### src/rtl/control_unit.sv
// control_unit: Moore FSM that sequences fetch, decode and execute for the
// 8-bit CPU by driving every data path select and load strobe. Outputs decode
// from the state register only and are held at zero while reset is asserted.
module control_unit (
  input  logic       clk,
  input  logic       reset,
  input  logic [7:0] IR,
  input  logic [3:0] CCR_Result,
  output logic       IR_Load,
  output logic       MAR_Load,
  output logic       PC_Load,
  output logic       PC_Inc,
  output logic       A_Load,
  output logic       B_Load,
  output logic       CCR_Load,
  output logic [2:0] ALU_Sel,
  output logic [1:0] Bus1_Sel,
  output logic [1:0] Bus2_Sel,
  output logic       write
);

  // Each opcode-specific execute step gets its own state so that the outputs
  // stay a pure function of the state register; IR only steers transitions.
  typedef enum logic [4:0] {
    S_F0, S_F1, S_F2, S_D3,
    S_OP4, S_OP5,
    S_LDA_IMM, S_LDB_IMM,
    S_DIR_ADDR, S_LD_WAIT, S_LDA_DIR, S_LDB_DIR,
    S_STA, S_STB,
    S_ADD, S_SUB, S_AND, S_OR, S_INCA, S_DECA, S_INCB, S_DECB,
    S_BR_ADDR, S_BR_WAIT, S_BR_LOAD, S_BR_SKIP
  } state_t;

  localparam logic [1:0] BUS1_PC  = 2'b00;
  localparam logic [1:0] BUS1_A   = 2'b01;
  localparam logic [1:0] BUS1_B   = 2'b10;
  localparam logic [1:0] BUS2_ALU = 2'b00;
  localparam logic [1:0] BUS2_B1  = 2'b01;
  localparam logic [1:0] BUS2_MEM = 2'b10;

  state_t state, next_state;
  logic   br_taken;
  logic   br_op;

  // State register; reset parks the FSM at the start of fetch.
  always_ff @(posedge clk or negedge reset) begin
    if (!reset) state <= S_F0;
    else        state <= next_state;
  end

  // Next-state selection and Moore output decode.
  always_comb begin
    next_state = S_F0;
    IR_Load    = 1'b0;
    MAR_Load   = 1'b0;
    PC_Load    = 1'b0;
    PC_Inc     = 1'b0;
    A_Load     = 1'b0;
    B_Load     = 1'b0;
    CCR_Load   = 1'b0;
    ALU_Sel    = 3'b000;
    Bus1_Sel   = BUS1_PC;
    Bus2_Sel   = BUS2_ALU;
    write      = 1'b0;
    br_op      = 1'b1;
    br_taken   = 1'b0;

    // Branch condition from the registered flags {N,Z,V,C}.
    case (IR)
      8'h20:   br_taken = 1'b1;
      8'h21:   br_taken = CCR_Result[3];
      8'h22:   br_taken = ~CCR_Result[3];
      8'h23:   br_taken = CCR_Result[2];
      8'h24:   br_taken = ~CCR_Result[2];
      8'h25:   br_taken = CCR_Result[1];
      8'h26:   br_taken = ~CCR_Result[1];
      8'h27:   br_taken = CCR_Result[0];
      8'h28:   br_taken = ~CCR_Result[0];
      default: br_op    = 1'b0;
    endcase

    case (state)
      S_F0: begin
        Bus1_Sel = BUS1_PC; Bus2_Sel = BUS2_B1; MAR_Load = 1'b1;
        next_state = S_F1;
      end
      S_F1: begin
        PC_Inc = 1'b1;
        next_state = S_F2;
      end
      S_F2: begin
        Bus2_Sel = BUS2_MEM; IR_Load = 1'b1;
        next_state = S_D3;
      end
      S_D3: begin
        if (br_op) begin
          next_state = br_taken ? S_BR_ADDR : S_BR_SKIP;
        end else begin
          case (IR)
            8'h86, 8'h87, 8'h88, 8'h89,
            8'h96, 8'h97: next_state = S_OP4;
            8'h42:        next_state = S_ADD;
            8'h43:        next_state = S_SUB;
            8'h44:        next_state = S_AND;
            8'h45:        next_state = S_OR;
            8'h46:        next_state = S_INCA;
            8'h47:        next_state = S_INCB;
            8'h48:        next_state = S_DECA;
            8'h49:        next_state = S_DECB;
            default:      next_state = S_F0;
          endcase
        end
      end
      S_OP4: begin
        Bus1_Sel = BUS1_PC; Bus2_Sel = BUS2_B1; MAR_Load = 1'b1;
        next_state = S_OP5;
      end
      S_OP5: begin
        PC_Inc = 1'b1;
        case (IR)
          8'h86:   next_state = S_LDA_IMM;
          8'h88:   next_state = S_LDB_IMM;
          default: next_state = S_DIR_ADDR;
        endcase
      end
      S_LDA_IMM: begin Bus2_Sel = BUS2_MEM; A_Load = 1'b1; end
      S_LDB_IMM: begin Bus2_Sel = BUS2_MEM; B_Load = 1'b1; end
      S_DIR_ADDR: begin
        // Operand byte is an address: load it into MAR for the second read.
        Bus2_Sel = BUS2_MEM; MAR_Load = 1'b1;
        case (IR)
          8'h96:   next_state = S_STA;
          8'h97:   next_state = S_STB;
          default: next_state = S_LD_WAIT;
        endcase
      end
      S_LD_WAIT: next_state = (IR == 8'h87) ? S_LDA_DIR : S_LDB_DIR;
      S_LDA_DIR: begin Bus2_Sel = BUS2_MEM; A_Load = 1'b1; end
      S_LDB_DIR: begin Bus2_Sel = BUS2_MEM; B_Load = 1'b1; end
      S_STA: begin Bus1_Sel = BUS1_A; write = 1'b1; end
      S_STB: begin Bus1_Sel = BUS1_B; write = 1'b1; end
      S_ADD:  begin ALU_Sel = 3'b000; Bus1_Sel = BUS1_A; A_Load = 1'b1; CCR_Load = 1'b1; end
      S_SUB:  begin ALU_Sel = 3'b001; Bus1_Sel = BUS1_A; A_Load = 1'b1; CCR_Load = 1'b1; end
      S_AND:  begin ALU_Sel = 3'b010; Bus1_Sel = BUS1_A; A_Load = 1'b1; CCR_Load = 1'b1; end
      S_OR:   begin ALU_Sel = 3'b011; Bus1_Sel = BUS1_A; A_Load = 1'b1; CCR_Load = 1'b1; end
      S_INCA: begin ALU_Sel = 3'b100; Bus1_Sel = BUS1_A; A_Load = 1'b1; CCR_Load = 1'b1; end
      S_DECA: begin ALU_Sel = 3'b101; Bus1_Sel = BUS1_A; A_Load = 1'b1; CCR_Load = 1'b1; end
      S_INCB: begin ALU_Sel = 3'b100; Bus1_Sel = BUS1_B; B_Load = 1'b1; CCR_Load = 1'b1; end
      S_DECB: begin ALU_Sel = 3'b101; Bus1_Sel = BUS1_B; B_Load = 1'b1; CCR_Load = 1'b1; end
      S_BR_ADDR: begin
        Bus1_Sel = BUS1_PC; Bus2_Sel = BUS2_B1; MAR_Load = 1'b1;
        next_state = S_BR_WAIT;
      end
      S_BR_WAIT: next_state = S_BR_LOAD;
      S_BR_LOAD: begin Bus2_Sel = BUS2_MEM; PC_Load = 1'b1; end
      S_BR_SKIP: PC_Inc = 1'b1;
      default:   next_state = S_F0;
    endcase

    // Reset overrides the state decode so nothing strobes while held.
    if (!reset) begin
      IR_Load  = 1'b0;
      MAR_Load = 1'b0;
      PC_Load  = 1'b0;
      PC_Inc   = 1'b0;
      A_Load   = 1'b0;
      B_Load   = 1'b0;
      CCR_Load = 1'b0;
      ALU_Sel  = 3'b000;
      Bus1_Sel = 2'b00;
      Bus2_Sel = 2'b00;
      write    = 1'b0;
    end
  end

endmodule

### config.mk
export PLATFORM = sky130hd
export DESIGN_NAME = control_unit
export DESIGN_NICKNAME = d
export VERILOG_FILES = /design/src/rtl/control_unit.sv
export SDC_FILE = /design/constraint.sdc
export NUM_CORES = 1
export LEC_CHECK = 0
export ABC_AREA = 1
export CORE_UTILIZATION = 36
export CTS_CLUSTER_DIAMETER = 50
export DETAILED_ROUTE_END_ITERATION = 6
export PLACE_DENSITY = 0.74
export SETUP_SLACK_MARGIN = 0.5
export SLEW_MARGIN = 20
export SYNTH_ARGS = -nofsm -noshare
export SYNTH_HDL_FRONTEND = slang
export SYNTH_SLANG_ARGS = --single-unit
### constraint.sdc
create_clock -name clk -period 1.2 [get_ports clk]
set_input_delay 0.12 -clock clk [delete_from_list [all_inputs] [get_ports clk]]
set_output_delay 0.12 -clock clk [all_outputs]
set_load 0.02 [all_outputs]
==> flow_summary.yaml <==
yosys:
  synthCells: 174
  synth-seq-cells: 5
  synth_cell_types: 28
  ys_warn_count: 0
  syn_nets: 188
  syn-cell-area_um2: 914.6
  avgSynthCellArea_um2: 5.256
  seq_area_frac_synth_pct: 13.68
clocking:
  clkSinkCount: 5
  clk_latency_ns: 0.25
  htree_levels: 1
  numCtsBuffers: 3
  holdBufCountCts: 0
  cts.clk_slew.worst_paths_ns: 0.05
  clockRootBuffer: "clkbuf_4"
  cts_tree: "done"
  cts_buffer_depth: 2
timing:
  rsz0062_at_grt: "true"
  period_share_pct: 149.4
  slew_headroom_pct: 75.75
  fin_crit_ns: 1.792
  hold_viol: 0
  fin_skew_ns: 0.003646
  fin_ws_ns: -0.5925
  worstMarginPinSlew_ns: 0.3611
  fmaxAchievable_ghz: 0.5579
  hold_slack_ns: 0.2184
  final_max_slew_viol_count: 0
  setup_viol: 20
hold_path:
  hp-class: "in2async"
power:
  power_leakage_uw: 0.0009764
  vdd_drop_max_v: 0.001297
  power_density_nw_per_um2: 1305
  finalPower_uw: 2676
floorplan:
  die_h_um: 52.41
  fp.coreArea_um2: 2297
  fp.dieW_um: 52.41
  dieArea_um2: 2746
  start_util_pct: 39.81
  io_pins: 29
  rows: 17
detailed_routing:
  drc: 0
  wirelength_um: 5161
  wire_per_inst_um: 17.74
  firstDrtPassIters: 4
  ant_nets: 0
  drt-initial-drc-count: 46
  via_per_inst: 5.766
  num_vias: 1678
global_route:
  grt_max_degree: 10
  grt_pass1_wl_um: 6506
  grt_pass1_vias: 1584
  antenna_found_initial: 0
  grt_use_total_pct: 31.63
  overflow: 0
finish:
  antenna_cells: 0
  final_common_cell: "buf_4"
  nNetsFinal: 278
  post-route-util_pct: 89.27
  mostFrequentLayoutCells: "buf_4, nand2_1, nor2_1"
  syn_to_final_growth_pct: 124.2
  largest_register_ffs: 5
  top_register: "state"
  reg.largest.list: "state: 5 flops"
  fin_area_um2: 2051
  nFillCells: 104
  drive_above_1_share_pct: 57.41
setup_path:
  path_max_fanout: 6
  crit_arrival_ns: 1.67
  reg2reg_depth: 8
  worstSetupPathType: "reg2out"
  reg2reg_from: "state[2]$_DFF_PN0_"
  crit_required_ns: 1.08
  reg2reg_slack_ns: -0.55
  critPathCapture: "Bus2_Sel[1]"
  cp-start-kind: "flip-flop"
  rr_endpoint: "state[2]$_DFF_PN0_"
  end_kind: "output pin"
  crit_start: "state[2]$_DFF_PN0_"
placed_design:
  port_buffers: 28
  post_dp_cell_area_um2: 1689
  gp_congestion: 0.8728
  dpl.hpwl_um: 2689
outcome:
  outcome: "finished, violations left"
  violations: "negative setup slack"
job:
  cap_viol_max_count: 0
==> layout make-up <==
type / instances / area [um^2] / share of cell area [%]
multi-input combinational: 137 / 996.0 / 48.57
tap: 28 / 35.03 / 1.708
timing repair buffer: 87 / 743.2 / 36.24
clock buffer: 4 / 26.28 / 1.281
inverter: 30 / 122.6 / 5.979
sequential: 5 / 127.6 / 6.223
==> worst max-delay path, cell delays in order (launching register included) <==
cell	delay (ns)
dfrtp_2	0.48
inv_1	0.12
nand2_1	0.18
nor2_2	0.19
inv_1	0.12
a41oi_2	0.17
buf_4	0.16
==> layer usage <==
layer | global-route usage (%) | vias to the layer above | share of wire, %
li1 | - | 734 | -
met1 | 29.27 | 761 | 36
met4 | 13.60 | 0 | 7.3
met2 | 66.67 | 134 | 50
met3 | 3.188 | 49 | 7.4
met5 | 0 | - | 0
==> cell families after synthesis <==
| group | count (synthesis) | share of synthesized area [%] |
|---|---|---|
| AOI/OAI and AO/OA | 20 | 12.72 |
| buffers and inverters | 32 | 13.41 |
| DFF | 5 | 13.68 |
| and+or+nand+nor | 117 | 60.19 |
==> how the worst min path moves through the flow <==
| stage | cells past startpoint | start | slack [ns] | end |
|---|---|---|---|---|
| final | 2 | reset | 0.22 | state[2]$_DFF_PN0_ |
| after global routing | 2 | reset | 0.22 | state[2]$_DFF_PN0_ |
| after CTS | 2 | reset | 0.22 | state[1]$_DFF_PN0_ |
| after detailed placement | 2 | reset | 0.46 | state[2]$_DFF_PN0_ |
| after global placement | 2 | reset | 0.44 | state[2]$_DFF_PN0_ |
| after floorplan | 0 | reset | -0.18 | state[0]$_DFF_PN0_ |
==> per-stage QoR <==
| stage | setup WS [ns] | std cells | setup TNS [ns] |
|---|---|---|---|
| after floorplan | -0.1119 | 174 | -1.005 |
| final | -0.5925 | 291 | -9.460 |
| after global placement | -0.6403 | 272 | -10.50 |
| after CTS | -0.3967 | 287 | -6.580 |
| after detailed placement | -0.7056 | 272 | -11.16 |
| after global routing | -0.6178 | 291 | -10.28 |
==> report_power, final <==
part           internal [uW]  switching [uW]
Sequential               217            85.8
Combinational           1020            1140
Clock                    127            85.2
Total                   1360            1310
==> Yosys cell counts (all sizes together) <==
library cell / instances / area share (%)
and3: 1 / 0.68
a41oi: 1 / 0.96
nand2: 41 / 18
o211ai: 1 / 0.82
nand3: 19 / 11
a31oi: 1 / 0.68
a21oi: 10 / 5.9
dfrtp: 5 / 14
nor4: 2 / 3.0
clkinv: 1 / 0.55
o21ai: 6 / 3.7
nor3: 8 / 5.5
nor2: 44 / 20
buf: 1 / 0.55
clkbuf: 1 / 0.41
nand3b: 2 / 1.6
o22ai: 1 / 0.68
inv: 29 / 12
==> repair_timing <==
item / 4_1_cts / 5_1_grt
setup endpoints to repair: 20 / 20
setup buffers: 11 / 4
gates cloned: 0 / 0
pin swaps: 10 / 17
gates resized for setup: 109 / 31
(Power assumes the default switching activity.)
